<file path="src/rtl/a51_phase_sequencer.sv">
`default_nettype none
// ============================================================================
//  Module      : a51_phase_sequencer
//  Description : Phase sequencer for an A5/1 keystream generator. Steps
//                through key load, frame load, majority mixing and keystream
//                output, and provides a per-phase bit index and one-hot phase
//                flags for the three LFSRs. It can also auto-advance the
//                frame number to run back-to-back bursts.
//  Revision    : 1.0  initial release
// ============================================================================
module a51_phase_sequencer #(
  parameter int KEY_LEN   = 64,
  parameter int FRAME_LEN = 22,
  parameter int MIX_LEN   = 100,
  parameter int OUT_LEN   = 228,
  parameter int CW        = 10,
  parameter int FRAME_W   = 22
) (
  input  logic               C,
  input  logic               CLR,
  input  logic               START,
  input  logic               ABORT,
  input  logic               ENABLE,
  input  logic               AUTO_NEXT,
  input  logic [FRAME_W-1:0] FRAME_IN,
  output logic [CW-1:0]      Q,
  output logic [FRAME_W-1:0] FRAME_OUT,
  output logic               STAGEONE,
  output logic               STAGETWO,
  output logic               STAGETHREE,
  output logic               OUTPUTSTAGE,
  output logic               STAGE_FIRST,
  output logic               FRAME_DONE,
  output logic               DONE,
  output logic               BUSY
);

  // Explicit 3-bit state encoding; codes 6 and 7 are unreachable and recover to IDLE.
  typedef enum logic [2:0] {
    S_IDLE   = 3'd0,
    S_KEY    = 3'd1,
    S_FRAME  = 3'd2,
    S_MIX    = 3'd3,
    S_OUT    = 3'd4,
    S_FINISH = 3'd5
  } state_t;

  // Last index value of each phase.
  localparam logic [CW-1:0] c_KEY_LAST   = CW'(KEY_LEN - 1);
  localparam logic [CW-1:0] c_FRAME_LAST = CW'(FRAME_LEN - 1);
  localparam logic [CW-1:0] c_MIX_LAST   = CW'(MIX_LEN - 1);
  localparam logic [CW-1:0] c_OUT_LAST   = CW'(OUT_LEN - 1);

  // Registered state and outputs.
  state_t               r_state;
  logic [CW-1:0]        r_q;
  logic [FRAME_W-1:0]   r_frame;
  logic                 r_stage1;
  logic                 r_stage2;
  logic                 r_stage3;
  logic                 r_stage4;
  logic                 r_first;
  logic                 r_frame_done;
  logic                 r_done;
  logic                 r_busy;

  // Next-state values.
  state_t               w_state_nxt;
  logic [CW-1:0]        w_q_nxt;
  logic [FRAME_W-1:0]   w_frame_nxt;
  logic                 w_frame_done_nxt;
  logic                 w_done_nxt;
  logic                 w_active_nxt;

  // Helpers for the current phase.
  logic [CW-1:0]        w_last;
  logic                 w_phase_end;

  // Select the terminal index of whichever phase is currently running.
  always_comb begin
    w_last = '0;
    case (r_state)
      S_KEY:   w_last = c_KEY_LAST;
      S_FRAME: w_last = c_FRAME_LAST;
      S_MIX:   w_last = c_MIX_LAST;
      S_OUT:   w_last = c_OUT_LAST;
      default: w_last = '0;
    endcase
  end

  assign w_phase_end = (r_q == w_last);

  // Next-state logic: abort beats start/enable; idle/finish wait for start,
  // active phases advance only on enabled cycles.
  always_comb begin
    w_state_nxt      = r_state;
    w_q_nxt          = r_q;
    w_frame_nxt      = r_frame;
    w_done_nxt       = r_done;
    w_frame_done_nxt = 1'b0;

    if (ABORT) begin
      // Frame number survives an abort so software can inspect it.
      w_state_nxt = S_IDLE;
      w_q_nxt     = '0;
      w_done_nxt  = 1'b0;
    end else begin
      case (r_state)
        S_IDLE, S_FINISH: begin
          // Start is accepted regardless of ENABLE.
          if (START) begin
            w_state_nxt = S_KEY;
            w_q_nxt     = '0;
            w_frame_nxt = FRAME_IN;
            w_done_nxt  = 1'b0;
          end
        end

        S_KEY, S_FRAME, S_MIX, S_OUT: begin
          if (ENABLE) begin
            if (!w_phase_end) begin
              w_q_nxt = r_q + 1'b1;
            end else begin
              w_q_nxt = '0;
              case (r_state)
                S_KEY:   w_state_nxt = S_FRAME;
                S_FRAME: w_state_nxt = S_MIX;
                S_MIX:   w_state_nxt = S_OUT;
                default: begin
                  // End of keystream burst: either chain the next frame or stop.
                  w_frame_done_nxt = 1'b1;
                  if (AUTO_NEXT) begin
                    w_frame_nxt = r_frame + 1'b1;
                    w_state_nxt = S_KEY;
                  end else begin
                    w_state_nxt = S_FINISH;
                    w_done_nxt  = 1'b1;
                  end
                end
              endcase
            end
          end
        end

        default: begin
          w_state_nxt = S_IDLE;
          w_q_nxt     = '0;
          w_done_nxt  = 1'b0;
        end
      endcase
    end
  end

  assign w_active_nxt = (w_state_nxt == S_KEY)   || (w_state_nxt == S_FRAME) ||
                        (w_state_nxt == S_MIX)   || (w_state_nxt == S_OUT);

  // State, index, frame and decoded flags all register together so every output is glitch-free.
  always_ff @(posedge C) begin
    if (CLR) begin
      r_state      <= S_IDLE;
      r_q          <= '0;
      r_frame      <= '0;
      r_stage1     <= 1'b0;
      r_stage2     <= 1'b0;
      r_stage3     <= 1'b0;
      r_stage4     <= 1'b0;
      r_first      <= 1'b0;
      r_frame_done <= 1'b0;
      r_done       <= 1'b0;
      r_busy       <= 1'b0;
    end else begin
      r_state      <= w_state_nxt;
      r_q          <= w_q_nxt;
      r_frame      <= w_frame_nxt;
      r_stage1     <= (w_state_nxt == S_KEY);
      r_stage2     <= (w_state_nxt == S_FRAME);
      r_stage3     <= (w_state_nxt == S_MIX);
      r_stage4     <= (w_state_nxt == S_OUT);
      r_first      <= w_active_nxt && (w_q_nxt == '0);
      r_frame_done <= w_frame_done_nxt;
      r_done       <= w_done_nxt;
      r_busy       <= w_active_nxt;
    end
  end

  assign Q           = r_q;
  assign FRAME_OUT   = r_frame;
  assign STAGEONE    = r_stage1;
  assign STAGETWO    = r_stage2;
  assign STAGETHREE  = r_stage3;
  assign OUTPUTSTAGE = r_stage4;
  assign STAGE_FIRST = r_first;
  assign FRAME_DONE  = r_frame_done;
  assign DONE        = r_done;
  assign BUSY        = r_busy;

endmodule
`default_nettype wire
</file>
<file path="config.mk">
export PLATFORM = sky130hd
export DESIGN_NAME = a51_phase_sequencer
export DESIGN_NICKNAME = d
export VERILOG_FILES = /design/src/rtl/a51_phase_sequencer.sv
export SDC_FILE = /design/constraint.sdc
export NUM_CORES = 1
export LEC_CHECK = 0
export ABC_CLOCK_PERIOD_IN_PS = 2300
export CORE_MARGIN = 2
export CORE_UTILIZATION = 58
export DETAILED_ROUTE_END_ITERATION = 10
export DONT_BUFFER_PORTS = 1
export PLACE_DENSITY_LB_ADDON = 0.25
export SLEW_MARGIN = 20
export SYNTH_ARGS = -nofsm -noshare
export SYNTH_HDL_FRONTEND = slang
export SYNTH_SLANG_ARGS = --single-unit
</file>
<file path="constraint.sdc">
create_clock -name C -period 2.3 [get_ports C]
set_clock_uncertainty 0.15 [all_clocks]
set_input_delay 0.46 -clock C [delete_from_list [all_inputs] [get_ports C]]
set_output_delay 0.46 -clock C [all_outputs]
set_load 0.01 [all_outputs]
</file>
==> run metrics <==
register bit total from synthesis=43; critical path fanouts, max=6; IO Pins=68; post-synth top area share=29.9%; Worst-Margin Slew=0.446 ns; hold depth=1; maximum clock rate=about 380 MHz; GRT overflow=0; Rows=25; DRC errors left=0; Post-DP HPWL=5780 um; minimum clock period=2.61 ns; sequential cell area=873 um2; Port Buffer Count=0; Post-synth ARST share=0%; worst-path cell chain=nor2b_2, buf_4, nor4_4, a21oi_2, buf_6, nor3b_4, a31o_1, and3_4, buf_12, nor2_1, a2111oi_4; fin crit share=114%; Design Area, Final=0.00411 mm2; Synth area leaders=dfxtp_1 30%, a21oi_1 6.6%, nand2_1 5.3%; die area=0.00554 mm2; Fill cells=252; Hold EP=FRAME_OUT[12]; RSZ-0062 raised after global routing=true; antenna viol nets, final=0; Via-to-Cell Ratio=6.78; nets=471; largest net degree at the start of global routing=43; Multi-input gate area=0.00220 mm2; WL/cell=20.4 um; Synth Flop Type=dfxtp_1; placed cells=482; die height=74.4 um; Commonest cells post-synth=43 x dfxtp_1, 41 x nand2_1, 38 x a21oi_1; crit-path leading delay family=simple AND/OR/NAND/NOR gates; instance count of the mapped netlist=378; Seq/Total Area, Yosys=29.9%; status=finished with violations; layout cells sized above 1=38.9%; first-pass GRT wire length=15100 um; R2R Setup Slk=-0.31 ns; Critical Path AT=2.68 ns; Vias=3450; WP buf/inv=3; Mapped Area=roughly 0.0029 mm2; Hold Crit Class=primary input to flip-flop; non-filler cells, final=509; combinational fraction of design power=23.5%; Placed Area=0.00339 mm2; most frequent cell after synthesis=dfxtp_1; Syn Area/Cell=7.61 um2; Critical Path End Type=flip-flop; Net Count, Synth=between 400 and 500; crit start category=flip-flop; power per cell area=462 mW/mm2; DRT Pass-1 Iters=5; DR iter-0 viols=338; setup TNS=-7.80 ns; Post-synth EDFFs=0; CTS Buf Count=5; All-Layer GR Usage=35.0%; Synth Warn #=0; initial core utilization=60.5%; worst reg2reg path depth=11; CTS max path bufs=2; Clk Latency, worst-skew pair=~0.31 ns; Req. time, crit path=between 2 and 2.5 ns; Area Overhead vs Synth=42.7%; clock slew at reported path FFs=0.09 ns; DP Worst Slack=-0.405 ns; vias in the first global route=3170; Util after Layout=86.4%; DIE WIDTH=74.4 um; # clock sinks=43; worst vdd ir=0.000327 V; crit path kind=flip-flop to flip-flop; CTS root buffer=clkbuf_8; Lkg Pwr=0.00152 uW; final max-slew violation count=0; H-Tree Depth=2; Internal Power=between 1000 and 1500 uW; Yosys top cell by area=dfxtp_1; synth unique cells=58; worst setup margin=-0.313 ns; hold_buf cts=0; worst relative slew slack=70.2%; Routed WL=10400 um; Final setup viols=36; R2R Path Start=r_state[0]; net load switching power=roughly 570 uW; worst r2r dst=FRAME_OUT[16]; max_cap viols=0; Clk pwr share=34.1%; initial antenna violation count=0; HP Start=CLR; CP peak stage delay=around 0.38 ns; Placer Congestion=0.918; CTS tree=yes; failing checks=setup timing; sequential share of power=42.5%; Core ar.=~0.0048 mm2; slowest cell on the critical path=dfxtp_4; final antenna diode count=0; Fin. Hold Viols=0; CP Launch Point=r_state[0]; Switching Share=29.8%
power groups by stage:
stage | clock network, uW | logic (uW) | registers (uW)
floorplan | 0 | 213 | 820
global placement | 0 | 298 | 823
detailed placement | 0 | 306 | 824
CTS | 635 | 386 | 804
global route | 672 | 466 | 809
finish | 646 | 445 | 805
cell families (layout without fill, tap and decap cells):
group,Yosys count,count (layout),share of synthesized area [%]
buffers and inverters,35,99,6.00
AOI/OAI and AO/OA,119,119,29.5
and+or+nand+nor,169,169,30.6
adders and majority gates,3,3,1.22
xor gates and xnor gates,9,9,2.74
DFF,43,43,29.9
metrics by stage:
step	hold slack [ns]	power (uW)
CTS	0.0536	1830
finish	0.0613	1900
global route	0.0444	1950
detailed placement	0.382	1130
global placement	0.381	1120
floorplan	0.364	1030
metal layers:
metal	GRT usage, %	wire length (um)
met5	0	0
met4	17.1	540
met3	8.67	906
met2	61.1	5150
met1	39.8	3780
layout by cell type, fill, tap and decap left out, types with 5 or more instances in the layout:
master,Yosys,layout
buf_12,0,5
a2111oi_4,0,5
buf_4,3,58
nand2b_1,6,6
dfxtp_1,43,39
a21oi_1,38,24
nor3_1,11,10
nor2_1,37,34
o21ai_1,1,5
nand4_1,7,7
inv_1,9,9
clkbuf_8,0,6
nand3_1,18,16
o21ai_0,25,19
buf_6,2,16
a21oi_2,4,16
nand2_1,41,36
or3_1,7,6
and2_1,5,5
and3_1,11,10
a211oi_2,7,7
worst max path at each step:
stage / end / slack (ns) / cells after the start
6_report: FRAME_OUT[16] / -0.31 / 11
5_1_grt: FRAME_OUT[16] / -0.40 / 9
4_1_cts: STAGE_FIRST / -0.25 / 11
3_5_place_dp: FRAME_OUT[14] / -0.40 / 10
3_3_place_gp: FRAME_OUT[16] / -0.30 / 9
2_1_floorplan: FRAME_OUT[0] / -0.08 / 11
what timing repair did:
action / 4_1_cts / 5_1_grt
pin swaps: 23 / 21
endpoints found under the setup margin: 38 / 38
setup buffers: 13 / 2
gates resized for setup: 61 / 29
endpoints found under the hold margin: 0 / 0
gates cloned: 3 / 1
registers in the layout, indices dropped and copies added (netlist names):
signal and cells:
BUSY 1, STAGETHREE 1, r_state 3, STAGEONE 1
Q 10, STAGETWO 1, DONE 1, OUTPUTSTAGE 1
FRAME_DONE 1, STAGE_FIRST 1, FRAME_OUT 22
area by class of cell:
class / count / area share [%]
multi-input cells: 300 / 53.6
well taps: 67 / 2.04
repair buffers: 82 / 19.4
clock inverters: 2 / 0.853
inverters: 9 / 0.823
flip-flops and latches: 43 / 21.3
clock buffers: 6 / 2.01
Note: power is estimated with default switching activity, not from simulation.
==> patch (same flow settings) <==
`FRAME_W`: 22 -> 24.
--- a/src/rtl/a51_phase_sequencer.sv
+++ b/src/rtl/a51_phase_sequencer.sv
@@ -15,5 +15,5 @@
   parameter int OUT_LEN   = 228,
   parameter int CW        = 10,
-  parameter int FRAME_W   = 22
+  parameter int FRAME_W   = 24
 ) (
   input  logic               C,
Ports: changed (resized FRAME_IN and FRAME_OUT); port bits go from 68 to 72. No check against the original RTL was run, so the function may have changed too.
==> patch against the unedited design <==
The flow still finishes with violations (setup timing). Maximum frequency grew 2.4%. Combinational power shrank 23%. Sequential cell count grew 2. Worst setup slack gained 0.061 ns. Area after synthesis grew 5.4%. Routed wire length shrank 4.6%. Synthesized cell count grew 12%. Final area shrank 3.8%. Power shrank 3.8%. Largest power group unchanged.
==> patch: results <==
[run_status]
outcome = "complete, but fails checks"
violations = "setup timing"

[global_route]
grt_usage_pct = 31.6
met3_usage_pct = 5.92
met1_usage_pct = 34.5

[drt]
vias_per_cell = 6.37
firstDrtPassIters = 4
drt_iter0_drc = 333
wl_met2_um = 4970
wl_met1_um = 3880
route.met3.wl_um = 679
num_vias = 3496

[power]
powerDensity_nw_per_um2 = 462
swShare_pct = 27.2
peakVddDrop_v = 0.000317
p_seq_share_pct = 46.5

[timing]
relSlewSlack_pct = 72.6
finalWorstSetupSlack_ns = -0.252
finalSetupViolCount = 36
setup_tns_ns = -4.26

[setup_path]
critPathMaxFanout = 8

[synthesis]
yosysSeqAreaShare_pct = 29.7
synth_common_cells = "63 x nand2_1, 45 x dfxtp_1, 42 x a21oi_1"
syn_nets = 457
synth-seq-cells = 45
synth.area.top_cells = "dfxtp_1 30%, nand2_1 7.8%, a21oi_1 6.9%"

[place]
place_area_sq_um = 3580
place.gp.congestion = 0.898
place_inst = 533

[cells_and_area]
clk_share_pct = 2.94
n_all_inverters = 6
drive_above_1_share_pct = 28.4
clkbuf_count = 7
num-multi-input-gates = 337
nets = 510
multiInputGateArea_sq_um = 2120
seq_area_share_pct = 23.0
## patch: cell types whose count changed after synthesis, moves of 5 or more
cell | before | now
a211oi_2 | 7 | 1
nor2b_1 | 2 | 9
a2111oi_2 | 6 | 0
buf_2 | 3 | 9
a211oi_1 | 6 | 11
or3_1 | 7 | 1
a311oi_1 | 0 | 8
nand2_1 | 41 | 63
clkbuf_1 | 14 | 23
nor3b_1 | 3 | 9
## patch: cells by family (layout without fill, tap and decap cells)
logic type	Yosys count	in the layout	share of synthesized area (%)
buffers and inverters	43	97	6.68
adders and majority gates	2	2	0.825
and+or+nand+nor	199	199	33.5
AOI/OAI and AO/OA	133	133	28.5
DFF	45	45	29.7
xor gates and xnor gates	3	3	0.866
## patch: stage by stage
step                      util (%)  setup WS [ns]  hold slack (ns)
final                         77.9         -0.252           0.0632
after global routing          77.9         -0.322           0.0521
after detailed placement      70.6         -0.317            0.379
after global placement        70.6         -0.170            0.373
after CTS                     74.5         -0.230           0.0525
after floorplan                  -        -0.0908            0.361
## patch: final timing paths
kind	startpoint	to	slack, ns	cells after the start
min	CLR	STAGEONE$_SDFF_PP0_	0.06	1
max	r_state[2]$_SDFF_PP0_	STAGEONE$_SDFF_PP0_	-0.25	10
min reg2reg	FRAME_OUT[23]$_SDFFE_PP0P_	FRAME_OUT[23]$_SDFFE_PP0P_	0.40	2
max reg2reg	r_state[2]$_SDFF_PP0_	STAGEONE$_SDFF_PP0_	-0.25	10
## patch: what timing repair did
item | CTS | global route
setup endpoints to repair | 41 | 42
resized for setup | 15 | 23
setup buffers | 1 | 4
cloned | 2 | 1
pin swaps | 6 | 10
## patch: worst max-delay path, delay by kind of cell (launching register included)
family	cells	cell delay [ns]
simple gates	4	0.91
buf+inv	3	0.51
compound gates	3	0.53
flops	1	0.38
